File: src/rtl/pipe_mem_sched_pkg.sv
// Shared definitions for the unified memory-port scheduler: FSM state
// encoding, default widths and the watchdog counter sizing helper.
package pipe_mem_sched_pkg;

  localparam int AW_DEF     = 32;
  localparam int DW_DEF     = 32;
  localparam int TO_CYC_DEF = 255;

  // Port owner: nobody, the data stage, or the fetch stage.
  typedef enum logic [1:0] {
    S_IDLE = 2'd0,
    S_DATA = 2'd1,
    S_INST = 2'd2
  } state_t;

  // Width able to hold 0..to_cyc-1, never narrower than one bit.
  function automatic int wdog_w(input int to_cyc);
    return (to_cyc < 2) ? 1 : $clog2(to_cyc);
  endfunction

endpackage

File: src/rtl/pipe_mem_sched_wdog.sv
// Ack-timeout watchdog: counts busy cycles without an ack and flags the
// cycle in which the access has waited TO_CYC cycles in total.
module pipe_mem_sched_wdog
  import pipe_mem_sched_pkg::*;
#(
  parameter int TO_CYC = TO_CYC_DEF
) (
  input  logic clk,
  input  logic clrn,
  input  logic clr,
  input  logic en,
  output logic tc
);

  localparam int CW = wdog_w(TO_CYC);
  localparam logic [CW-1:0] LAST = CW'(TO_CYC - 1);

  logic [CW-1:0] cnt;

  // Terminal count only matters while an access is actually waiting.
  assign tc = en & (cnt == LAST);

  // Wait counter: cleared while idle or on completion, else counts up.
  always_ff @(posedge clk or negedge clrn) begin
    if (!clrn) begin
      cnt <= '0;
    end else if (clr) begin
      cnt <= '0;
    end else if (en) begin
      cnt <= cnt + CW'(1);
    end
  end

endmodule

File: src/rtl/pipe_mem_sched.sv
// Scheduler for one unified memory port shared by instruction fetch and
// the data-memory stage. Per pipeline step it runs the data access first,
// then the fetch, and holds stall until every requested access is done.
//
// Handshake: mem_req is high for the whole access (state != IDLE) and the
// address/we/wdata are stable while it is high. The memory answers with a
// single-cycle mem_ack (allowed in the first mem_req cycle); read data is
// taken from mem_rdata on that same cycle. Requesters keep their request,
// address and write data stable while stall=1; the pipe advances on an
// edge where stall=0.
module pipe_mem_sched
  import pipe_mem_sched_pkg::*;
#(
  parameter int AW     = AW_DEF,
  parameter int DW     = DW_DEF,
  parameter int TO_CYC = TO_CYC_DEF
) (
  input  logic          clk,
  input  logic          clrn,
  input  logic          if_req,
  input  logic [AW-1:0] if_addr,
  output logic [DW-1:0] if_rdata,
  input  logic          dm_re,
  input  logic          dm_we,
  input  logic [AW-1:0] dm_addr,
  input  logic [DW-1:0] dm_wdata,
  output logic [DW-1:0] dm_rdata,
  output logic          stall,
  output logic          mem_req,
  output logic          mem_we,
  output logic [AW-1:0] mem_addr,
  output logic [DW-1:0] mem_wdata,
  input  logic [DW-1:0] mem_rdata,
  input  logic          mem_ack,
  output logic          bus_err,
  output logic [1:0]    dbg_state
);

  state_t state;
  logic   if_done;
  logic   dm_done;
  logic   dm_act;
  logic   dm_pend;
  logic   if_pend;
  logic   busy;
  logic   tc;

  assign dm_act    = dm_re | dm_we;
  assign dm_pend   = dm_act & ~dm_done;
  assign if_pend   = if_req & ~if_done;
  assign stall     = dm_pend | if_pend;
  assign busy      = (state != S_IDLE);
  assign mem_req   = busy;
  assign dbg_state = state;

  // Timeout watchdog; an ack in the terminal cycle still wins.
  pipe_mem_sched_wdog #(
    .TO_CYC(TO_CYC)
  ) u_wdog (
    .clk (clk),
    .clrn(clrn),
    .clr (~busy | mem_ack),
    .en  (busy & ~mem_ack),
    .tc  (tc)
  );

  // Memory-side drive: owner's address/data, all zero when idle.
  always_comb begin
    mem_we    = 1'b0;
    mem_addr  = '0;
    mem_wdata = '0;
    case (state)
      S_DATA: begin
        mem_we    = dm_we;
        mem_addr  = dm_addr;
        mem_wdata = dm_wdata;
      end
      S_INST: begin
        mem_addr = if_addr;
      end
      default: begin
        mem_we = 1'b0;
      end
    endcase
  end

  // Arbitration FSM with completion flags, read buffers and sticky error.
  always_ff @(posedge clk or negedge clrn) begin
    if (!clrn) begin
      state    <= S_IDLE;
      if_done  <= 1'b0;
      dm_done  <= 1'b0;
      if_rdata <= '0;
      dm_rdata <= '0;
      bus_err  <= 1'b0;
    end else begin
      case (state)
        S_IDLE: begin
          if (dm_pend) begin
            state <= S_DATA;
          end else if (if_pend) begin
            state <= S_INST;
          end
        end
        S_DATA: begin
          if (mem_ack | tc) begin
            state   <= S_IDLE;
            dm_done <= 1'b1;
            // A timed-out load reads as zero; a timed-out store is dropped.
            if (dm_re & ~dm_we) begin
              dm_rdata <= mem_ack ? mem_rdata : '0;
            end
            if (!mem_ack) begin
              bus_err <= 1'b1;
            end
          end
        end
        S_INST: begin
          if (mem_ack | tc) begin
            state    <= S_IDLE;
            if_done  <= 1'b1;
            if_rdata <= mem_ack ? mem_rdata : '0;
            if (!mem_ack) begin
              bus_err <= 1'b1;
            end
          end
        end
        default: begin
          state <= S_IDLE;
        end
      endcase
      // Step end: the pipe advances on this edge, so the next step starts
      // with fresh completion flags.
      if (!stall) begin
        if_done <= 1'b0;
        dm_done <= 1'b0;
      end
    end
  end

endmodule

File: config.mk
export PLATFORM = sky130hd
export DESIGN_NAME = pipe_mem_sched
export DESIGN_NICKNAME = d
export VERILOG_FILES = /design/src/rtl/pipe_mem_sched_pkg.sv /design/src/rtl/pipe_mem_sched_wdog.sv /design/src/rtl/pipe_mem_sched.sv
export SDC_FILE = /design/constraint.sdc
export NUM_CORES = 1
export LEC_CHECK = 0
export ABC_AREA = 1
export CAP_MARGIN = 30
export CORE_MARGIN = 10
export CORE_UTILIZATION = 37
export DETAILED_ROUTE_END_ITERATION = 7
export GPL_ROUTABILITY_DRIVEN = 0
export GPL_TIMING_DRIVEN = 0
export PLACE_DENSITY = 0.82
export SKIP_CTS_REPAIR_TIMING = 1
export SYNTH_ARGS = -nofsm -noshare
export SYNTH_HDL_FRONTEND = slang
export SYNTH_SLANG_ARGS = --single-unit
File: constraint.sdc
create_clock -name clk -period 2 [get_ports clk]
set_input_delay 0.4 -clock clk [delete_from_list [all_inputs] [get_ports clk]]
set_output_delay 0.4 -clock clk [all_outputs]
set_load 0.03 [all_outputs]
==> results of run 1 <==
## worst max-delay path by stage
stage / slack (ns) / end / from
after global placement: -2.06 / dbg_state[0] / clrn
after global routing: -0.22 / mem_wdata[27] / dbg_state[1]
after floorplan: -0.05 / mem_addr[13] / dbg_state[0]
final: -0.18 / mem_wdata[27] / dbg_state[0]
after detailed placement: -0.78 / mem_addr[27] / dbg_state[1]
after CTS: -1.15 / mem_addr[27] / dbg_state[1]
## placed cells by master, fill, tap and decap left out, types with 4 or more instances in the layout
cell type	n
nand2_1	204
clkdlybuf4s50_1	195
dfrtp_1	76
buf_6	66
inv_1	59
nand4_1	32
a21oi_4	30
o21ai_1	29
buf_4	21
nand2_2	20
inv_2	20
nand2_4	19
clkbuf_16	16
clkbuf_1	12
buf_8	11
nor2_1	11
nand3_1	7
buf_12	5
o21ai_0	5
a21oi_1	4
a21oi_2	4
clkbuf_4	4
## state kept, by name, summed over array words and instances (netlist names)
register / flops
dbg_state: 2
dm_done: 1
if_rdata: 32
dm_rdata: 32
bus_err: 1
u_wdog.cnt: 8
if_done: 1
## power by group through the flow
stage | clock network [mW] | logic [mW] | registers, mW
floorplan | 0 | 2.94 | 3.51
global placement | 0 | 6.71 | 2.44
detailed placement | 0 | 6.82 | 2.48
CTS | 1.75 | 6.86 | 2.46
global route | 1.82 | 8.88 | 2.54
finish | 1.73 | 8.46 | 2.48
## cell families after synthesis
family | share of synthesized area, %
AOI/OAI and AO/OA | 9.04
adders and majority gates | 1.50
xor gates and xnor gates | 0.210
buffers and inverters | 12.5
DFF | 46.2
and+or+nand+nor | 30.5
## layer usage
metal	part of all wire [%]	vias up
li1	-	2393
met1	37	2418
met2	52	207
met3	8.4	26
met4	2.2	0
met5	0	-
## final cells by class
class                      instances  area share [%]
timing repair buffer             292            36.1
multi-input combinational        378            26.9
sequential                        77            22.8
buffer                            37            4.67
inverter                          82            3.81
clock buffer                      10            2.70
tap                              140            2.07
clock inverter                     6            1.02
## per-stage QoR
stage                     util [%]  instances
after floorplan                  -        574
after global placement        67.2        980
after detailed placement      67.5        981
after CTS                     70.3        997
after global routing          77.5       1022
final                         77.5       1022
## worst max-delay path, cell delays in order (launching register included)
cell	delay (ns)
dfrtp_2	0.46
ha_4	0.20
buf_12	0.13
buf_8	0.13
buf_6	0.11
clkbuf_16	0.15
nand2_2	0.07
inv_1	0.06
buf_6	0.14
==> results.py, run 1 <==
metrics = {
    "clock_tree": {
        "numCtsBuffers": 9,
        "cts_tree": "yes",
        "htree_num_levels": 3,
        "cts_buffer_depth": 2,
        "clkSinkCount": 77,
        "clk_latency_ns": 0.34,
        "path_clk_slew_ns": 0.06,
        "clockRootBuffer": "clkbuf_16",
    },
    "global_routing": {
        "grt_pass1_wl_um": 28000,
        "antenna_found_initial": 0,
        "grt-ovfl-total": 0,
        "top_usage_layer": "met2",
        "grtUsageMet1_pct": 24.7,
        "groute.layer.met3.usage_pct": 7.76,
        "grt_pass1_vias": 4827,
        "grt_use_met2_pct": 38.9,
        "grt_max_degree": 59,
        "gr-usage-all-layers_pct": 21.9,
    },
    "sta": {
        "finalCriticalPeriod_ns": 2.18,
        "holdWs_ns": 0.392,
        "worstMarginPinSlew_ns": 0.661,
        "final-setup-viol-count": 51,
        "fin_crit_sh_pct": 109,
        "fmax_ghz": 0.458,
        "fin_ws_ns": -0.183,
        "grt_setup_unrepaired": "yes",
        "clock-skew-final_ns": 0.00711,
        "slew_violations": 0,
        "tns_ns": -4.85,
        "hold_viol_final": 0,
        "slew_headroom_pct": 55.8,
    },
    "pwr": {
        "p_sw_mw": 5.82,
        "p_clk_share_pct": 13.7,
        "switching_share_pct": 45.9,
        "p_int_mw": 6.85,
        "power_density_nw_per_um2": 1500,
        "finalPower_mw": 12.7,
        "p_comb_share_pct": 66.8,
        "power_frac_seq_pct": 19.6,
        "leakage_nw": 4.19,
        "irDropWorstVdd_v": 0.000825,
    },
    "cells_and_area": {
        "final_cell_area_um2": 8470,
        "regArea_um2": 1930,
        "layout-drive-gt1-share_pct": 27.2,
        "final_nets": 1016,
        "antenna_cells": 0,
        "syn2layout_area_growth_pct": 103,
        "multiInputGateArea_um2": 2280,
        "fill_cells": 660,
    },
    "place": {
        "dp_hpwl_um": 14600,
        "portBuffers": 266,
        "dpl_cell_area_um2": 7380,
        "place_ws_ns": -0.783,
    },
    "setup_path": {
        "endpoint_kind": "output pin",
        "r2r_start": "dbg_state[1]",
        "start_kind": "register",
        "cp_max_fo": 6,
        "arrival_ns": 1.78,
        "reg2reg_depth": 7,
        "reg2reg_slack_ns": 0.10,
        "criticalPathCategory": "reg -> out",
        "critPathRequiredTime_ns": 1.60,
        "r2r-end": "if_rdata[2]",
    },
    "floorplan": {
        "die_area_um2": 15900,
        "core-area_um2": 10900,
        "rows": 38,
        "initial_core_util_pct": 38.1,
        "die_h_um": 126,
        "ios": 268,
        "die_w_um": 126,
    },
    "detailed_routing": {
        "drt_iter0_markers": 250,
        "drc": 0,
        "viasPerCell": 4.94,
        "drtPass1Iterations": 5,
        "wl_per_cell_um": 19.7,
        "wl_um": 20100,
        "final_antenna_net_count": 0,
        "via_count": 5044,
    },
    "synthesis": {
        "yosysMostFrequentCell": "nand2_1",
        "yosys_warnings": 0,
        "async_flop_share_pct": 100,
        "synth_area_leader_cell": "dfrtp_1",
        "syn_inst": 574,
        "ys_types": 26,
        "synth_edf_count": 0,
        "synth.cell_area_um2": 4170,
        "syn_area_per_cell_um2": 7.26,
        "synth_top_area_share_pct": 46.2,
        "synth.area.top_cells": "dfrtp_1 (46%), nand2_1 (22%), inv_1 (7.2%)",
        "seq_area_frac_synth_pct": 46.2,
        "yosys_register_bits": 77,
        "synth_common_cells": "nand2_1 (240), inv_1 (80), dfrtp_1 (77), a21oi_1 (37), nand4_1 (32)",
        "syn_nets": 713,
        "synth_top_flop_cell": "dfrtp_1",
    },
    "min_path": {
        "hp-start": "mem_ack",
        "min_to": "if_rdata[3]",
        "hold_path_class": "in -> reg",
        "hold_path_depth": 3,
    },
    "run": {
        "drv_cap": 0,
    },
    "run_status": {
        "status": "finished, violations left",
        "violations": "setup timing",
    },
}
Power figures use the tool's default switching activity.
==> inputs of run 2 (changes only) <==
--- a/config.mk
+++ b/config.mk
@@ -6,7 +6,6 @@
 export NUM_CORES = 1
 export LEC_CHECK = 0
 export ABC_AREA = 1
-export CAP_MARGIN = 30
 export CORE_MARGIN = 10
 export CORE_UTILIZATION = 37
 export DETAILED_ROUTE_END_ITERATION = 7
@@ -17,3 +16,4 @@
 export SYNTH_ARGS = -nofsm -noshare
 export SYNTH_HDL_FRONTEND = slang
 export SYNTH_SLANG_ARGS = --single-unit
+export TNS_END_PERCENT = 1
==> run 2 against run 1 <==
The flow still finishes with violations (setup timing). Maximum frequency rose by 0.39%. Flip-flop and latch count unchanged. Power is 16% lower. Sequential power about the same. Global-route usage shrank 0.48 points. Via count down 5.6%. Largest power group unchanged. Highest routed layer unchanged.
==> results.py, run 2 (synthesis gave the netlist of run 1 again) <==
metrics = {
    "run_status": {
        "status": "finished, violations left",
        "violations": "setup timing",
    },
    "detailed_routing": {
        "wl_per_cell_um": 18.4,
        "final_antenna_net_count": 0,
        "wl_um": 18400,
        "drtPass1Iterations": 5,
        "drt_iter0_markers": 295,
        "via_count": 4762,
        "drc": 0,
        "viasPerCell": 4.78,
    },
    "setup_path": {
        "reg2reg_slack_ns": 0.24,
        "arrival_ns": 1.77,
        "cp-startpoint": "dbg_state[1]",
        "start_kind": "register",
        "crit_path_max_incr_delay_ns": 0.41,
        "reg2reg_depth": 11,
        "r2r-end": "dm_rdata[29]",
        "critPathRequiredTime_ns": 1.60,
        "crit_chain": "inv_2 -> ha_1 -> buf_6 -> buf_4 -> nand2_1 -> a21oi_2 -> clkbuf_4",
        "cp_max_fo": 10,
        "criticalPathCategory": "reg -> out",
        "endpoint_kind": "output pin",
        "worst_path_max_delay_cell": "dfrtp_1",
        "r2r_start": "dbg_state[0]",
    },
    "clock_tree": {
        "path_clk_slew_ns": 0.06,
        "clkSinkCount": 77,
        "htree_num_levels": 3,
        "cts_tree": "yes",
        "cts_buffer_depth": 2,
        "clockRootBuffer": "clkbuf_16",
        "clk_latency_ns": 0.33,
        "numCtsBuffers": 9,
    },
    "cells_and_area": {
        "layout_common_cells": "nand2_1 (240), clkdlybuf4s50_1 (197), inv_1 (78), dfrtp_1 (77), buf_6 (40)",
        "biggestRegsByFlops": "dm_rdata x32, if_rdata x32, u_wdog.cnt x8",
        "final_cell_area_um2": 7450,
        "layout_commonest_cell": "nand2_1",
        "layout-drive-gt1-share_pct": 18.0,
        "fill_cells": 897,
        "final_nets": 991,
        "layout.cells.non_filler": 996,
        "antenna_cells": 0,
        "syn2layout_area_growth_pct": 78.9,
    },
    "place": {
        "portBuffers": 266,
        "dp.cells": 981,
        "dpl_cell_area_um2": 7150,
        "dp_hpwl_um": 14700,
        "place_ws_ns": -0.785,
    },
    "floorplan": {
        "initial_core_util_pct": 38.1,
        "ios": 268,
        "die_h_um": 126,
        "core-area_um2": 10900,
        "rows": 38,
        "die_w_um": 126,
        "die_area_um2": 15900,
    },
    "sta": {
        "tns_ns": -5.53,
        "fin_ws_ns": -0.175,
        "worstMarginPinSlew_ns": 0.585,
        "grt_setup_unrepaired": "yes",
        "slew_headroom_pct": 60.8,
        "fin_crit_sh_pct": 109,
        "finalCriticalPeriod_ns": 2.17,
        "fmax_ghz": 0.460,
        "hold_viol_final": 0,
        "final-setup-viol-count": 55,
        "slew_violations": 0,
        "clock-skew-final_ns": 0.00650,
    },
    "global_routing": {
        "antenna_found_initial": 0,
        "grt_max_degree": 48,
        "grt-ovfl-total": 0,
        "grt_pass1_vias": 4662,
        "gr-usage-all-layers_pct": 21.4,
        "grt_pass1_wl_um": 27300,
    },
    "pwr": {
        "leakage_nw": 3.81,
        "finalPower_mw": 10.6,
        "irDropWorstVdd_v": 0.000729,
        "power_density_nw_per_um2": 1420,
    },
    "min_path": {
        "hold_path_class": "in -> async",
    },
    "run": {
        "drv_cap": 0,
    },
}
[run 2: worst max-delay path by stage]
stage | end | cells after the start | slack [ns]
floorplan | mem_wdata[22] | 7 | -0.06
global placement | dbg_state[0] | 1 | -2.03
detailed placement | mem_addr[13] | 7 | -0.79
CTS | mem_addr[13] | 7 | -1.15
global route | mem_addr[20] | 7 | -0.27
finish | mem_addr[12] | 7 | -0.17
[run 2: per-layer routing]
layer	global-route usage [%]	up-vias	wire length, um
li1	-	2325	-
met1	25.0	2236	7380
met2	38.0	183	9270
met3	6.67	18	1440
met4	3.68	0	259
met5	0	-	0
[run 2: critical path: cells and delay by family (launching register included)]
| kind | cells | cell delay (ns) |
|---|---|---|
| fa+ha+maj | 1 | 0.15 |
| compound gates | 1 | 0.15 |
| simple gates | 1 | 0.09 |
| flops | 1 | 0.41 |
| buf+inv | 4 | 0.65 |
[run 2: report_power, final]
part	leakage, nW	switching (mW)	internal, mW
clock network	0.136	0.607	0.865
logic	2.68	4.14	2.54
registers	0.998	0.320	2.13
[run 2: cell type report]
| class | count | area, um2 | share of cell area (%) |
|---|---|---|---|
| tap | 140 | 175 | 2.35 |
| clock buffer | 11 | 243 | 3.26 |
| sequential | 77 | 1930 | 25.8 |
| clock inverter | 4 | 23.8 | 0.319 |
| timing repair buffer | 267 | 2610 | 35.0 |
| buffer | 37 | 315 | 4.23 |
| inverter | 82 | 315 | 4.23 |
| multi-input combinational | 378 | 1850 | 24.8 |
[run 2: stage by stage]
step,util (%),hold slack (ns)
2_1_floorplan,-,0.104
3_3_place_gp,65.2,0.454
3_5_place_dp,65.4,0.363
4_1_cts,67.8,0.0189
5_1_grt,68.2,0.0330
6_report,68.2,0.00523
